--- config.mk ---
export PLATFORM = sky130hd
export DESIGN_NAME = mem_master
export DESIGN_NICKNAME = d
export VERILOG_FILES = /design/src/rtl/mem_pkg.sv /design/src/rtl/mem_lane_align.sv /design/src/rtl/mem_master.sv
export SDC_FILE = /design/constraint.sdc
export NUM_CORES = 1
export LEC_CHECK = 0
export ABC_AREA = 1
export BUFFER_PORTS_ARGS = -buffer_cell sky130_fd_sc_hd__buf_2
export CELL_PAD_IN_SITES_DETAIL_PLACEMENT = 1
export CELL_PAD_IN_SITES_GLOBAL_PLACEMENT = 1
export CORE_UTILIZATION = 36
export CTS_CLUSTER_DIAMETER = 120
export CTS_CLUSTER_SIZE = 16
export DETAILED_ROUTE_END_ITERATION = 7
export PLACE_DENSITY = 0.88
export SYNTH_ARGS = -nofsm -noshare
export SYNTH_HDL_FRONTEND = slang
export SYNTH_SLANG_ARGS = --single-unit
--- constraint.sdc ---
create_clock -name clk -period 2.4 [get_ports clk]
set_input_delay 0.12 -clock clk [delete_from_list [all_inputs] [get_ports clk]]
set_output_delay 0.12 -clock clk [all_outputs]
set_load 0.1 [all_outputs]
--- src/rtl/mem_pkg.sv ---
// =============================================================================
//  mem_pkg : shared size encodings, FSM states and byte-order helper
//  Revision: 1.0
// =============================================================================
`default_nettype none

package mem_pkg;

    localparam logic [1:0] SZ_BYTE = 2'd0;
    localparam logic [1:0] SZ_HALF = 2'd1;
    localparam logic [1:0] SZ_WORD = 2'd2;

    typedef enum logic [2:0] {
        ST_IDLE   = 3'd0,
        ST_RD     = 3'd1,
        ST_RMW_RD = 3'd2,
        ST_WR     = 3'd3,
        ST_RESP   = 3'd4
    } state_t;

    // Memory read data carries the base byte in [31:24]; flip to base-in-[7:0].
    function automatic logic [31:0] byte_swap32(input logic [31:0] r);
        return {r[7:0], r[15:8], r[23:16], r[31:24]};
    endfunction

endpackage

`default_nettype wire

--- src/rtl/mem_lane_align.sv ---
// =============================================================================
//  mem_lane_align : load extract/extend and store merge on a base-in-[7:0] word
//  Revision: 1.0
// =============================================================================
`default_nettype none

module mem_lane_align
    import mem_pkg::*;
(
    input  logic [31:0] i_le,
    input  logic [1:0]  i_lane,
    input  logic [1:0]  i_size,
    input  logic        i_signed,
    input  logic [31:0] i_wdata,
    output logic [31:0] o_load,
    output logic [31:0] o_merged
);

    logic [7:0]  w_byte;
    logic [15:0] w_half;

    // Half accesses are only legal at lanes 0 and 2, so lane[1] picks the half.
    assign w_byte = i_le[{i_lane, 3'b000} +: 8];
    assign w_half = i_le[{i_lane[1], 4'b0000} +: 16];

    always_comb begin
        o_load   = i_le;
        o_merged = i_wdata;
        case (i_size)
            SZ_BYTE: begin
                o_load   = {{24{i_signed & w_byte[7]}}, w_byte};
                o_merged = i_le;
                o_merged[{i_lane, 3'b000} +: 8] = i_wdata[7:0];
            end
            SZ_HALF: begin
                o_load   = {{16{i_signed & w_half[15]}}, w_half};
                o_merged = i_le;
                o_merged[{i_lane[1], 4'b0000} +: 16] = i_wdata[15:0];
            end
            default: ;
        endcase
    end

endmodule

`default_nettype wire

--- src/rtl/mem_master.sv ---
// =============================================================================
//  mem_master : CPU load/store to 32-bit memory port bridge with sub-word RMW
//  Revision: 1.0
// =============================================================================
`default_nettype none

module mem_master
    import mem_pkg::*;
#(
    parameter int MEM_BYTES = 1024,
    parameter int ADDR_W    = 32
) (
    input  logic              clk,
    input  logic              rst_n,
    input  logic              req_valid,
    output logic              req_ready,
    input  logic              req_write,
    input  logic [1:0]        req_size,
    input  logic              req_signed,
    input  logic [ADDR_W-1:0] req_addr,
    input  logic [31:0]       req_wdata,
    output logic              resp_valid,
    output logic [31:0]       resp_rdata,
    output logic              resp_err,
    output logic [ADDR_W-1:0] address,
    output logic [31:0]       write_data,
    input  logic [31:0]       mem_out,
    output logic              _mem_read,
    output logic              _mem_write
);

    localparam logic [ADDR_W:0] c_MEM_LIMIT = (ADDR_W+1)'(MEM_BYTES);

    state_t              r_state;
    state_t              w_next;
    logic [1:0]          r_lane;
    logic [1:0]          r_size;
    logic                r_signed;
    logic [31:0]         r_wdata;
    logic [31:0]         r_merge;
    logic [31:0]         r_rdata;
    logic                r_err;
    logic [ADDR_W-1:0]   r_address;

    logic [ADDR_W-1:0]   w_base;
    logic                w_accept;
    logic                w_err;
    logic [31:0]         w_le;
    logic [31:0]         w_load;
    logic [31:0]         w_merged;

    assign w_base   = {req_addr[ADDR_W-1:2], 2'b00};
    assign w_accept = req_valid && req_ready;
    assign w_err    = (req_size == 2'd3)
                   || (req_size == SZ_HALF && req_addr[0])
                   || (req_size == SZ_WORD && req_addr[1:0] != 2'b00)
                   || (({1'b0, w_base} + (ADDR_W+1)'(3)) >= c_MEM_LIMIT);
    assign w_le     = byte_swap32(mem_out);

    mem_lane_align u_align (
        .i_le     (w_le),
        .i_lane   (r_lane),
        .i_size   (r_size),
        .i_signed (r_signed),
        .i_wdata  (r_wdata),
        .o_load   (w_load),
        .o_merged (w_merged)
    );

    always_ff @(posedge clk) begin
        if (!rst_n) r_state <= ST_IDLE;
        else        r_state <= w_next;
    end

    always_comb begin
        w_next = r_state;
        case (r_state)
            ST_IDLE: begin
                if (w_accept) begin
                    if (w_err)                   w_next = ST_RESP;
                    else if (!req_write)         w_next = ST_RD;
                    else if (req_size == SZ_WORD) w_next = ST_WR;
                    else                         w_next = ST_RMW_RD;
                end
            end
            ST_RD:     w_next = ST_RESP;
            ST_RMW_RD: w_next = ST_WR;
            ST_WR:     w_next = ST_RESP;
            ST_RESP:   w_next = ST_IDLE;
            default:   w_next = ST_IDLE;
        endcase
    end

    always_ff @(posedge clk) begin
        if (!rst_n) begin
            r_lane    <= '0;
            r_size    <= '0;
            r_signed  <= 1'b0;
            r_wdata   <= '0;
            r_merge   <= '0;
            r_rdata   <= '0;
            r_err     <= 1'b0;
            r_address <= '0;
        end else begin
            if (w_accept) begin
                r_lane   <= req_addr[1:0];
                r_size   <= req_size;
                r_signed <= req_signed;
                r_wdata  <= req_wdata;
                r_err    <= w_err;
                r_rdata  <= '0;
                // The memory-side address/data only move for a real access.
                if (!w_err) r_address <= w_base;
                if (!w_err && req_write && req_size == SZ_WORD) r_merge <= req_wdata;
            end
            if (r_state == ST_RD)     r_rdata <= w_load;
            if (r_state == ST_RMW_RD) r_merge <= w_merged;
        end
    end

    assign req_ready  = (r_state == ST_IDLE);
    assign resp_valid = (r_state == ST_RESP);
    assign resp_rdata = r_rdata;
    assign resp_err   = r_err;
    assign address    = r_address;
    assign write_data = r_merge;
    // Strobes are gated by reset so an aborted operation never touches memory.
    assign _mem_read  = rst_n && (r_state == ST_RD || r_state == ST_RMW_RD);
    assign _mem_write = rst_n && (r_state == ST_WR);

endmodule

`default_nettype wire

==> flow_summary.json <==
{
  "status": "finished with violations",
  "violations": "negative hold slack",
  "min_period_over_period": 0.9068,
  "setup_ws_ns": 0.2236,
  "irDropWorstVdd_mv": 0.4754,
  "synthToLayoutAreaGrowth_pct": 27.86,
  "synth.avg_cell_area_um2": 6.113,
  "hold_start": "req_wdata[9]",
  "synth_ff_type": "dfxtp_1",
  "relSlewSlack": 0.5171,
  "route.detailed.drc": 0,
  "wirelength_um": 32170,
  "ys_types": 33,
  "worst_pin_slew_ns": 0.7226,
  "grt_antenna_before_repair": 0,
  "via_per_inst": 5.278,
  "grt_usage": 0.2978,
  "gp_congestion": 0.9909,
  "synth_xor_area_frac": 0,
  "clkPwrFrac": 0.443,
  "timing.fmax_mhz": 459.5,
  "insertion_delay_ns": 0.43,
  "crit_slowest_cell": "buf_4",
  "cp.required_ns": 2.75,
  "power_frac_seq": 0.390,
  "grt_pass1_vias": 9063,
  "synth_seq_cells": 135,
  "r2r_start": "r_lane[1]",
  "reg2reg_slack_ns": 0.22,
  "yosys.area.top_type": "dfxtp_1",
  "drv_slew": 0,
  "crit_type": "reg2reg",
  "r2r_end": "resp_rdata[17]",
  "pwr-share-comb": 0.167,
  "min_path_type": "in2reg",
  "syn-cell-area_um2": 7562,
  "skew_ns": 0.008335,
  "grt_pass1_wl_um": 49380,
  "die_w_um": 146.9,
  "vias": 9068,
  "drive_gt1_frac": 0.1989,
  "dp.final_hpwl_um": 22980,
  "switching_power_mw": 1.909,
  "preCtsSetupSlack_ns": 0.3704,
  "swShare": 0.3189,
  "synth_area_leaders": "dfxtp_1, nand2_1, a21oi_1, nor2_1, o21ai_0",
  "core.rowCount": 52,
  "die_y_um": 146.9,
  "crit_path_start_kind": "flop",
  "synth_compound_area_frac": 0.2033,
  "hold_end": "r_wdata[9]",
  "cp-end-kind": "flop",
  "hold_viol": 1,
  "clockBufferDepth": 2,
  "drtAntennaViolNets": 0,
  "cp.arrival_ns": 2.53,
  "synth_top_family_by_area": "simple AND/OR/NAND/NOR gates",
  "yosysSeqAreaShare": 0.3574,
  "crit_chain": "buf_4 -> nand2_1 -> nand3_1 -> nand4_2 -> nand3_2 -> nand2_1 -> a21oi_1",
  "io_pins": 204,
  "r2r_cells": 7,
  "setup_viol": 0,
  "hold_depth": 3,
  "synth_fa_ha_area_frac": 0.008273,
  "die_area_um2": 21590,
  "yosysMostFrequentCell": "nand2_1",
  "cts_tree": "built",
  "io_buffers": 201,
  "crit_top_cell": "nand2_1",
  "total_power_mw": 5.985,
  "synth_mux_area_frac": 0,
  "clkTransAtPathRegs_ns": 0.06,
  "cts_max_level": 4,
  "cp_top_family": "simple AND/OR/NAND/NOR gates",
  "yosys-top-cells-count": "nand2_1, nor2_1, a21oi_1, dfxtp_1, inv_1",
  "finalSetupTns_ns": 0,
  "synth_edf_count": 0,
  "synth-simple-area-share": 0.3273,
  "cts-root-buf": "clkbuf_16",
  "grt_overflow": 0,
  "synth_top_area_frac": 0.3574,
  "dr.pass1.iters": 5,
  "synth_cells": 1237,
  "cts_sinks": 135,
  "grt_max_degree": 83,
  "fin_crit_ns": 2.176,
  "drt_iter0_drc": 692,
  "power.leakage_nw": 4.635,
  "worst-path-buf-inv": 1,
  "drv_cap": 0,
  "slowest_delay_ns": 0.43,
  "tritoncts.num_buffers": 17,
  "powerDensity_nw_per_um2": 619.0,
  "nNetsFinal": 1543,
  "initial_core_util": 0.3702,
  "crit_fanout": 43,
  "avgRoutedWirePerCell_um": 18.73,
  "holdWs_ns": -0.0008178,
  "core-area_um2": 20430,
  "antenna_cells": 0,
  "p_int_mw": 4.076,
  "ys_warn_count": 0,
  "rsz0062_at_grt": "no",
  "async_reset_ff_frac": 0
}
per-stage QoR:
step           area (um^2)  cells  utilization
6_report              9669   1718       0.4733
5_1_grt               9669   1718       0.4733
4_1_cts               9667   1718       0.4732
3_5_place_dp          8797   1657       0.4306
3_3_place_gp          8797   1657       0.4306
2_1_floorplan         7575   1238            -
how the worst max path moves through the flow:
stage / cells past startpoint / start / to / slack [ns]
after global placement: 7 / r_lane[1] / write_data[23] / 0.41
after floorplan: 7 / r_state[0] / write_data[24] / 0.24
after CTS: 8 / r_lane[1] / write_data[17] / 0.26
after detailed placement: 7 / r_lane[1] / write_data[23] / 0.37
after global routing: 7 / r_lane[1] / resp_rdata[27] / 0.03
final: 7 / r_lane[1] / resp_rdata[17] / 0.22
cell usage in the layout (no fill, tap or decap), types with 2 or more instances in the layout:
| master | n |
|---|---|
| inv_1 | 95 |
| nand3_1 | 71 |
| o211ai_1 | 9 |
| nor2_2 | 5 |
| clkinv_1 | 5 |
| nand3_2 | 2 |
| o21ai_0 | 82 |
| buf_12 | 3 |
| conb_1 | 2 |
| inv_2 | 7 |
| o21ai_1 | 7 |
| nand2_2 | 2 |
| a21oi_1 | 190 |
| clkinv_4 | 4 |
| clkbuf_16 | 17 |
| inv_6 | 5 |
| buf_4 | 27 |
| or2_2 | 2 |
| o221ai_1 | 4 |
| dlygate4sd3_1 | 29 |
| or2_0 | 5 |
| ha_1 | 4 |
| buf_2 | 200 |
| dfxtp_1 | 135 |
| clkinvlp_4 | 2 |
| nand2_1 | 325 |
| nor2_1 | 193 |
| nor2_4 | 2 |
timing repair:
| action | 4_1_cts | 5_1_grt |
|---|---|---|
| endpoints found under the setup margin | 0 | 1 |
| hold endpoints to repair | 29 | 0 |
| setup buffers | 0 | 0 |
| gates resized for setup | 0 | 1 |
| hold buffers | 29 | 0 |
per-layer routing:
layer	up-vias	share of wire	global-route usage
li1	4342	-	-
met1	4309	0.42	0.3736
met2	346	0.48	0.4969
met3	71	0.058	0.04938
met4	0	0.043	0.1418
met5	-	0	0
power by group through the flow:
| stage | Combinational, mW | Sequential (mW) | Clock [mW] |
|---|---|---|---|
| after floorplan | 0.583 | 2.38 | 0 |
| after global placement | 0.912 | 2.38 | 0 |
| after detailed placement | 0.931 | 2.38 | 0 |
| after CTS | 0.976 | 2.33 | 2.68 |
| after global routing | 1.08 | 2.34 | 2.77 |
| final | 0.998 | 2.34 | 2.65 |
area by class of cell:
cell class                 count  area, um^2
clock inverter                14       140.1
inverter                     107       401.6
fill                        2827       10760
sequential                   135        2703
multi-input combinational    915        4094
clock buffer                  18       439.2
tap                          270       337.8
timing repair buffer         259        1554
cell families after synthesis:
kind of cell | count (synthesis)
fa+ha+maj | 5
buf+inv | 188
other cells | 1
flops | 135
compound gates | 296
simple gates | 612
registers in the layout, indices dropped and copies added (netlist names):
| signal | cells |
|---|---|
| address | 30 |
| r_lane | 2 |
| r_signed | 1 |
| r_size | 2 |
| r_state | 3 |
| r_wdata | 32 |
| resp_err | 1 |
| resp_rdata | 32 |
| write_data | 32 |
tightest hold or removal path, delay by kind of cell:
family                 cells  cell delay (ns)
AO/OA/AOI/OAI              2             0.18
buffers and inverters      1             0.09
No activity file was read; power rests on OpenSTA's default activity.
